**config.mk**
```make
export PLATFORM = sky130hd
export DESIGN_NAME = white_pawn_push_sequencer
export DESIGN_NICKNAME = d
export VERILOG_FILES = /design/src/rtl/white_pawn_push_sequencer_pkg.sv /design/src/rtl/White_Pawn_Push.sv /design/src/rtl/lsb_index64.sv /design/src/rtl/white_pawn_push_sequencer.sv
export SDC_FILE = /design/constraint.sdc
export NUM_CORES = 1
export LEC_CHECK = 0
export BUFFER_PORTS_ARGS = -buffer_cell sky130_fd_sc_hd__buf_4
export CORE_MARGIN = 5
export CORE_UTILIZATION = 40
export DETAILED_ROUTE_END_ITERATION = 10
export HOLD_SLACK_MARGIN = 0.12
export PLACE_DENSITY = 0.62
export SETUP_SLACK_MARGIN = 0.3
export SLEW_MARGIN = 40
export SYNTH_ARGS = -nofsm -noshare
export SYNTH_HDL_FRONTEND = slang
export SYNTH_SLANG_ARGS = --single-unit
```
**constraint.sdc**
```tcl
create_clock -name clk -period 5.9 [get_ports clk]
set_input_delay 0.885 -clock clk [delete_from_list [all_inputs] [get_ports clk]]
set_output_delay 0.885 -clock clk [all_outputs]
set_load 0.1 [all_outputs]
```
**src/rtl/white_pawn_push_sequencer_pkg.sv**
```systemverilog
// Shared chess constants and sequencer state encoding.
package white_pawn_push_sequencer_pkg;

  localparam int unsigned SQ_W = 6;

  localparam logic [63:0] RANK4_MASK = 64'h00000000FF000000;

  localparam logic [SQ_W-1:0] PROMO_SQ = 6'd56;

  typedef enum logic [1:0] {
    ST_IDLE = 2'd0,
    ST_EMIT = 2'd1,
    ST_DONE = 2'd2
  } state_e;

endpackage

```
**src/rtl/White_Pawn_Push.sv**
```systemverilog
// White pawn push target sets: single pushes and rank-2 double pushes.
module White_Pawn_Push
  import white_pawn_push_sequencer_pkg::*;
(
  input  logic [63:0] occupied_i,
  input  logic [63:0] white_pawn_i,
  output logic [63:0] single_o,
  output logic [63:0] double_o
);

  // Shifts drop bits past square 63, so rank-8 pawns yield nothing.
  always_comb begin
    single_o = (white_pawn_i << 8) & ~occupied_i;
    double_o = (single_o << 8) & ~occupied_i & RANK4_MASK;
  end

endmodule

```
**src/rtl/lsb_index64.sv**
```systemverilog
// 64-bit lowest-set-bit priority encoder.
module lsb_index64 (
  input  logic [63:0] vec_i,
  output logic [5:0]  idx_o,
  output logic        nz_o
);

  // Scan from the top down so the lowest set bit wins.
  always_comb begin
    idx_o = '0;
    for (int unsigned i = 64; i > 0; i--) begin
      if (vec_i[i-1]) idx_o = 6'(i - 1);
    end
    nz_o = (vec_i != '0);
  end

endmodule

```
**src/rtl/white_pawn_push_sequencer.sv**
```systemverilog
// Serialises white pawn pushes into one move per valid/ready handshake.
module white_pawn_push_sequencer
  import white_pawn_push_sequencer_pkg::*;
#(
  parameter bit DOUBLE_EN     = 1'b1,
  parameter bit SINGLES_FIRST = 1'b1
) (
  input  logic        clk,
  input  logic        reset,
  input  logic        start,
  input  logic        abort,
  input  logic [63:0] occupied,
  input  logic [63:0] white_pawn,
  output logic        busy,
  output logic        move_valid,
  input  logic        move_ready,
  output logic [5:0]  move_from,
  output logic [5:0]  move_to,
  output logic        move_double,
  output logic        move_promo,
  output logic        done,
  output logic [4:0]  move_count
);

  state_e      state_q, state_d;
  logic [63:0] single_q, single_d;
  logic [63:0] dbl_q, dbl_d;
  logic [4:0]  count_q, count_d;
  logic [4:0]  mcount_q, mcount_d;

  logic [63:0]     push_single, push_double;
  logic [63:0]     active;
  logic            use_single;
  logic [SQ_W-1:0] t;
  logic            t_nz;

  White_Pawn_Push u_push (
    .occupied_i   (occupied),
    .white_pawn_i (white_pawn),
    .single_o     (push_single),
    .double_o     (push_double)
  );

  // Pick which mask is being drained according to the emission order.
  always_comb begin
    use_single = SINGLES_FIRST ? (single_q != '0) : (dbl_q == '0);
    active     = use_single ? single_q : dbl_q;
  end

  lsb_index64 u_lsb (
    .vec_i (active),
    .idx_o (t),
    .nz_o  (t_nz)
  );

  // Move fields are derived from the registered masks; zero outside EMIT.
  always_comb begin
    move_valid  = (state_q == ST_EMIT) && t_nz;
    move_to     = move_valid ? t : '0;
    move_from   = '0;
    if (move_valid) move_from = use_single ? (t - 6'd8) : (t - 6'd16);
    move_double = move_valid && !use_single;
    move_promo  = move_valid && use_single && (t >= PROMO_SQ);
    busy        = (state_q != ST_IDLE);
    done        = (state_q == ST_DONE);
    move_count  = mcount_q;
  end

  // Next-state logic: snapshot on start, drain on handshake, abort wins.
  always_comb begin
    state_d  = state_q;
    single_d = single_q;
    dbl_d    = dbl_q;
    count_d  = count_q;
    mcount_d = mcount_q;
    unique case (state_q)
      ST_IDLE: begin
        if (start) begin
          single_d = push_single;
          dbl_d    = DOUBLE_EN ? push_double : '0;
          count_d  = '0;
          if ((push_single | dbl_d) != '0) begin
            state_d = ST_EMIT;
          end else begin
            state_d  = ST_DONE;
            mcount_d = '0;
          end
        end
      end
      ST_EMIT: begin
        if (abort) begin
          state_d = ST_IDLE;
        end else if (move_valid && move_ready) begin
          if (use_single) single_d = single_q & (single_q - 64'd1);
          else            dbl_d    = dbl_q & (dbl_q - 64'd1);
          count_d = count_q + 5'd1;
          if ((single_d | dbl_d) == '0) begin
            state_d  = ST_DONE;
            mcount_d = count_q + 5'd1;
          end
        end
      end
      ST_DONE: state_d = ST_IDLE;
      default: state_d = ST_IDLE;
    endcase
  end

  // State and datapath registers with synchronous reset.
  always_ff @(posedge clk) begin
    if (reset) begin
      state_q  <= ST_IDLE;
      single_q <= '0;
      dbl_q    <= '0;
      count_q  <= '0;
      mcount_q <= '0;
    end else begin
      state_q  <= state_d;
      single_q <= single_d;
      dbl_q    <= dbl_d;
      count_q  <= count_d;
      mcount_q <= mcount_d;
    end
  end

endmodule
```
# Word-level counts from Yosys, hierarchy flattened
# Index checks and enable logic that the tools add are counted.
# totals
regBits	140
wordCells	143
inputBits	133
output_inout_bits	22
# op_classes
bitwise_logic	7
n_eq_ne	9
mux	100
n_reduce_logical	16
addsub	5
order_cmp	1
# ops
op	n
2-to-1 mux 64 bit	15
2-to-1 mux 6 bit	67
case mux 64 bit (2 select lines)	2
AND 64 bit	3
nonzero test 64 bit	3
subtractor 64 x 1 -> 64 bit (second input constant)	2
zero test 64 bit	1
inverter 64 bit	1
bitwise OR 64 x 32 -> 64 bit	1
bitwise OR 64 bit	1
2-to-1 mux 5 bit	8
AND 32 bit	1
case mux 5 bit (2 select lines)	2
2-to-1 mux 2 bit	5
greater-or-equal comparator 6 bit (second input constant)	1
inequality test 2 bit (second input constant)	3
inequality test 3 x 2 -> 1 bit (second input constant)	2
AND reduction 6 bit	1
subtractor 6 x 4 -> 6 bit (second input constant)	1
subtractor 6 x 5 -> 6 bit (second input constant)	1
adder 5 x 1 -> 5 bit (second input constant)	1
logical AND 1 bit	5
inequality test 2 x 1 -> 1 bit (second input constant)	2
case mux 2 bit (2 select lines)	1
7 further kinds	8

# Logic depth before layout (Yosys ltp)
# depth
depth_word	69
mapped_depth	17
mapped_depth_nobuf	13

# By module
# A second synthesis with hierarchy kept.
# hier_totals
cells_unflattened	1584
hier_area_um2	10938.0
# modules_own_cells
module	area_each_um2	seq_area_each_um2	cells_per_inst	instances
white_pawn_push_sequencer	9116.2	2802.7	1310	1
White_Pawn_Push	934.6	0.0	129	1
lsb_index64	887.1	0.0	145	1

# Worst setup path before layout
# Ideal clock, no wire load.
# synth_path
path_type	register to output
start	register single_q[28]
end	output move_to[2]
path_slack_ps	-2047
t_arrival_ps	7062
required_ps	5015
n_path_buf	6
stages_incl_launch_ff	17
cell_sequence	dfxtp_1 > buf_6 > or4_4 > or4_4 > or2_1 > buf_6 > nor2_1 > clkbuf_1 > buf_1 > clkbuf_1 > a221oi_1 > o21ai_0 > a41oi_1 > o21bai_1 > a211oi_1 > nor4_1 > buf_4
# synth_between
elab_chain_len	67
elab_cells_between_ends	69
cone_classes	mux: 66; reduce/logical: 3
# synth_lines
element	line	source
from (decl)	white_pawn_push_sequencer.sv:26	logic [63:0] single_q, single_d;
from (signal assigned)	white_pawn_push_sequencer.sv:118	single_q <= single_d;
nonzero test 64 bit	white_pawn_push_sequencer.sv:46	use_single = SINGLES_FIRST ? (single_q != '0) : (dbl_q == '0);
2-to-1 mux 64 bit (*)	white_pawn_push_sequencer.sv:47	active = use_single ? single_q : dbl_q;
2-to-1 mux 6 bit (64 in a row)	lsb_index64.sv:12	if (vec_i[i-1]) idx_o = 6'(i - 1);
2-to-1 mux 6 bit (*)	white_pawn_push_sequencer.sv:59	move_to = move_valid ? t : '0;
to (decl)	white_pawn_push_sequencer.sv:18	output logic [5:0] move_to,
# Every way passes the cells marked *; elsewhere a longest branch is shown, timed or not.

# Worst setup path in the final report
# layout_path
start	register single_q[28]
end	output move_from[5]
# layout_between
elab_chain_len	69
elab_cells_between_ends	72
cone_classes	add/sub: 2; mux: 67; reduce/logical: 3
# layout_lines
element	line	source
nonzero test 64 bit	white_pawn_push_sequencer.sv:46	
2-to-1 mux 64 bit	white_pawn_push_sequencer.sv:47	
2-to-1 mux 6 bit (64 in a row)	lsb_index64.sv:12	
subtractor 6 x 5 -> 6 bit / subtractor 6 x 4 -> 6 bit (equally long branches)	white_pawn_push_sequencer.sv:61	if (move_valid) move_from = use_single ? (t - 6'd8) : (t - 6'd16);
2-to-1 mux 6 bit	white_pawn_push_sequencer.sv:61	
2-to-1 mux 6 bit (*)	white_pawn_push_sequencer.sv:61	
to (decl)	white_pawn_push_sequencer.sv:17	output logic [5:0] move_from,
# Marked as above.

==> metrics.yaml <==
synthesis:
  yosysUniqueCellTypes: 74
  synth_area_mm2: 0.0102
  ys_async_sr_fraction: 0
  synthFlopType: "dfxtp_1"
  yosys-top-cells-count: "196 x nor2_1, 162 x a21oi_1, 159 x o21ai_0, 140 x dfxtp_1, 107 x nand2_1"
  synth_top_area_cell: "dfxtp_1"
  synth-edff-count: 0
  postSynthCellCount: 1493
  synth.most_common_cell: "nor2_1"
  synthDominantCellAreaShare: 0.275
  synthTopCellsByArea: "dfxtp_1 27%, a21oi_1 7.9%, o21ai_0 7.8%"
  synth-warning-count: 0
  yosysSeqAreaShare: 0.275
  synth-seq-cells: 140
  syn-mean-instance-area_um2: 6.84
  syn-num-nets: 1629
clocking:
  cts_buffers: 17
  path_clk_slew_ps: 70
  clock-sinks: 140
  cts_tree: "yes"
  htree_levels: 4
  clkLatencyLatePin_ps: 440
  clk_path_buf_depth: 2
  root_buffer: "clkbuf_16"
global_route:
  grt_start_max_net_pins: 84
  antenna_found_initial: 0
  track_usage: 0.300
  grt_pass1_vias: 11570
  grt_pass1_wl_um: 68400
  overflow: 0
route:
  drtAntennaViolNets: 0
  drt-initial-drc-count: 1931
  dr_total_vias: 12631
  viasPerCell: 6.48
  drt-total-wl_um: 44900
  post-route-drc-count: 0
  drt-pass1-iter-count: 6
  wl_per_cell_um: 23.0
die:
  die_area_mm2: 0.0288
  die_width_um: 170
  row_count: 58
  coreArea_mm2: 0.0252
  start_util: 0.405
  die_h_um: 170
  io_pins: 155
final_layout:
  area.growth.synth_to_final_pct: 24.7
  fillers: 2542
  fin_nets: 1741
  multi_input_area_mm2: 0.00707
  post-route-cell-area_mm2: 0.0127
  drive_above_1_share: 0.194
  regArea_mm2: 0.00281
place:
  place_area_mm2: 0.0118
  hpwl_um: 33100
  numPortBuffers: 138
  routabilityCongestion: 1.03
sta:
  fin_setup_tns_ps: 0
  final.period_utilization: 0.942
  clock_skew_ps: 13.5
  worst_pin_slew_ps: 826
  finalSetupViolCount: 0
  hold-worst-slack_ps: 466
  final_max_slew_viol_count: 0
  rsz0062_at_grt: "yes"
  min_period_ps: 5560
  clock.fmax_mhz: 180
  hold_viol_final: 0
  maxSlewHeadroom: 0.435
power:
  powerDensity_mw_per_mm2: 263
  leakage_uw: 0.00490
  peakVddDrop_uv: 175
min_path:
  hold_path.class: "reg2reg"
job:
  cap_violations: 0
run_status:
  status: "complete, no violations"
worst_setup_path:
  cp_data_required_time_ps: 5020
  start_kind: "flip-flop"
  crit_fanout: 10
  worstSetupPathType: "reg2out"
  cp.arrival_ps: 4670
  worstSetupEndpointType: "output port"
[routing by layer]
metal,track usage,share of wire,up-vias
li1,-,-,5774
met1,0.419,0.42,5928
met2,0.461,0.44,810
met3,0.0536,0.10,119
met4,0.115,0.041,0
met5,0,0,-
[final timing paths]
kind	start	end	slack [ps]	cells past startpoint
worst min register to register	move_count[0]	move_count[0]	470	2
worst max-delay path	single_q[28]	move_from[5]	340	14
worst min-delay path	move_count[0]	move_count[0]	470	2
worst max register to register	single_q[28]	move_count[4]	630	15
[flip-flops by register name (all words and copies together), names as in the netlist]
signal and cells:
single_q 64, count_q 5, state_q 2, move_count 5
dbl_q 64
[cell type report]
cell class	instances	area share
well taps	330	0.0324
clock buffers	18	0.0345
multi-input cells	1206	0.555
flip-flops and latches	140	0.220
repair buffers	220	0.136
diodes	1	0.000197
inverters	20	0.00590
clock inverters	13	0.0150
[what timing repair did]
| action | in CTS | in global routing |
|---|---|---|
| gates resized for setup | 23 | 24 |
| pin swaps | 1 | 7 |
| setup buffers | 0 | 6 |
| endpoints found under the setup margin | 15 | 8 |
| gates cloned | 0 | 0 |
| hold buffers | 0 | 0 |
[kinds of logic after synthesis]
| kind of cell | synth area share |
|---|---|
| simple gates | 0.348 |
| compound gates | 0.308 |
| buf+inv | 0.0588 |
| flops | 0.275 |
| xor+xnor | 0.00429 |
| fa+ha+maj | 0.00576 |
| mux | 0.000981 |
[through the flow]
step,power [µW],cells,setup slack (ps),util
final,3350,1948,342,0.506
after global routing,3460,1947,274,0.505
after CTS,3280,1941,307,0.499
after detailed placement,2080,1910,53.7,0.470
after global placement,2080,1910,75.9,0.469
after floorplan,1710,1493,166,-
[cells in the final DEF, fill, tap and decap left out, drive strengths merged, types with 7 or more instances in the layout]
| cell | n |
|---|---|
| nor3b | 21 |
| and3b | 10 |
| o21ai | 160 |
| a22oi | 36 |
| clkbuf | 18 |
| nand3 | 29 |
| dfxtp | 140 |
| o31a | 11 |
| o31ai | 16 |
| or2 | 13 |
| buf | 220 |
| or3 | 11 |
| nand4 | 27 |
| a31oi | 17 |
| a2111oi | 14 |
| nor2b | 61 |
| inv | 22 |
| nor3 | 67 |
| nand2 | 107 |
| nor4 | 56 |
| a21oi | 162 |
| nor4b | 7 |
| or4 | 23 |
| nand2b | 37 |
| o22ai | 13 |
| nor2 | 196 |
| a211oi | 25 |
[where the power goes]
part	internal [µW]	switching, µW
clock	721	475
combinational	409	740
sequential	967	38.1
total	2100	1250
[worst max-delay path: stages, from the launching register on]
cell,delay [ps]
dfxtp_2,370
or4_4,580
or4_4,550
or2_4,280
buf_4,180
nor4_1,310
o21bai_1,150
or4_4,580
buf_4,170
nor3b_4,250
ha_1,270
nor2_1,100
a22oi_1,80
nor2_2,180
buf_12,200
(Power assumes the default switching activity.)
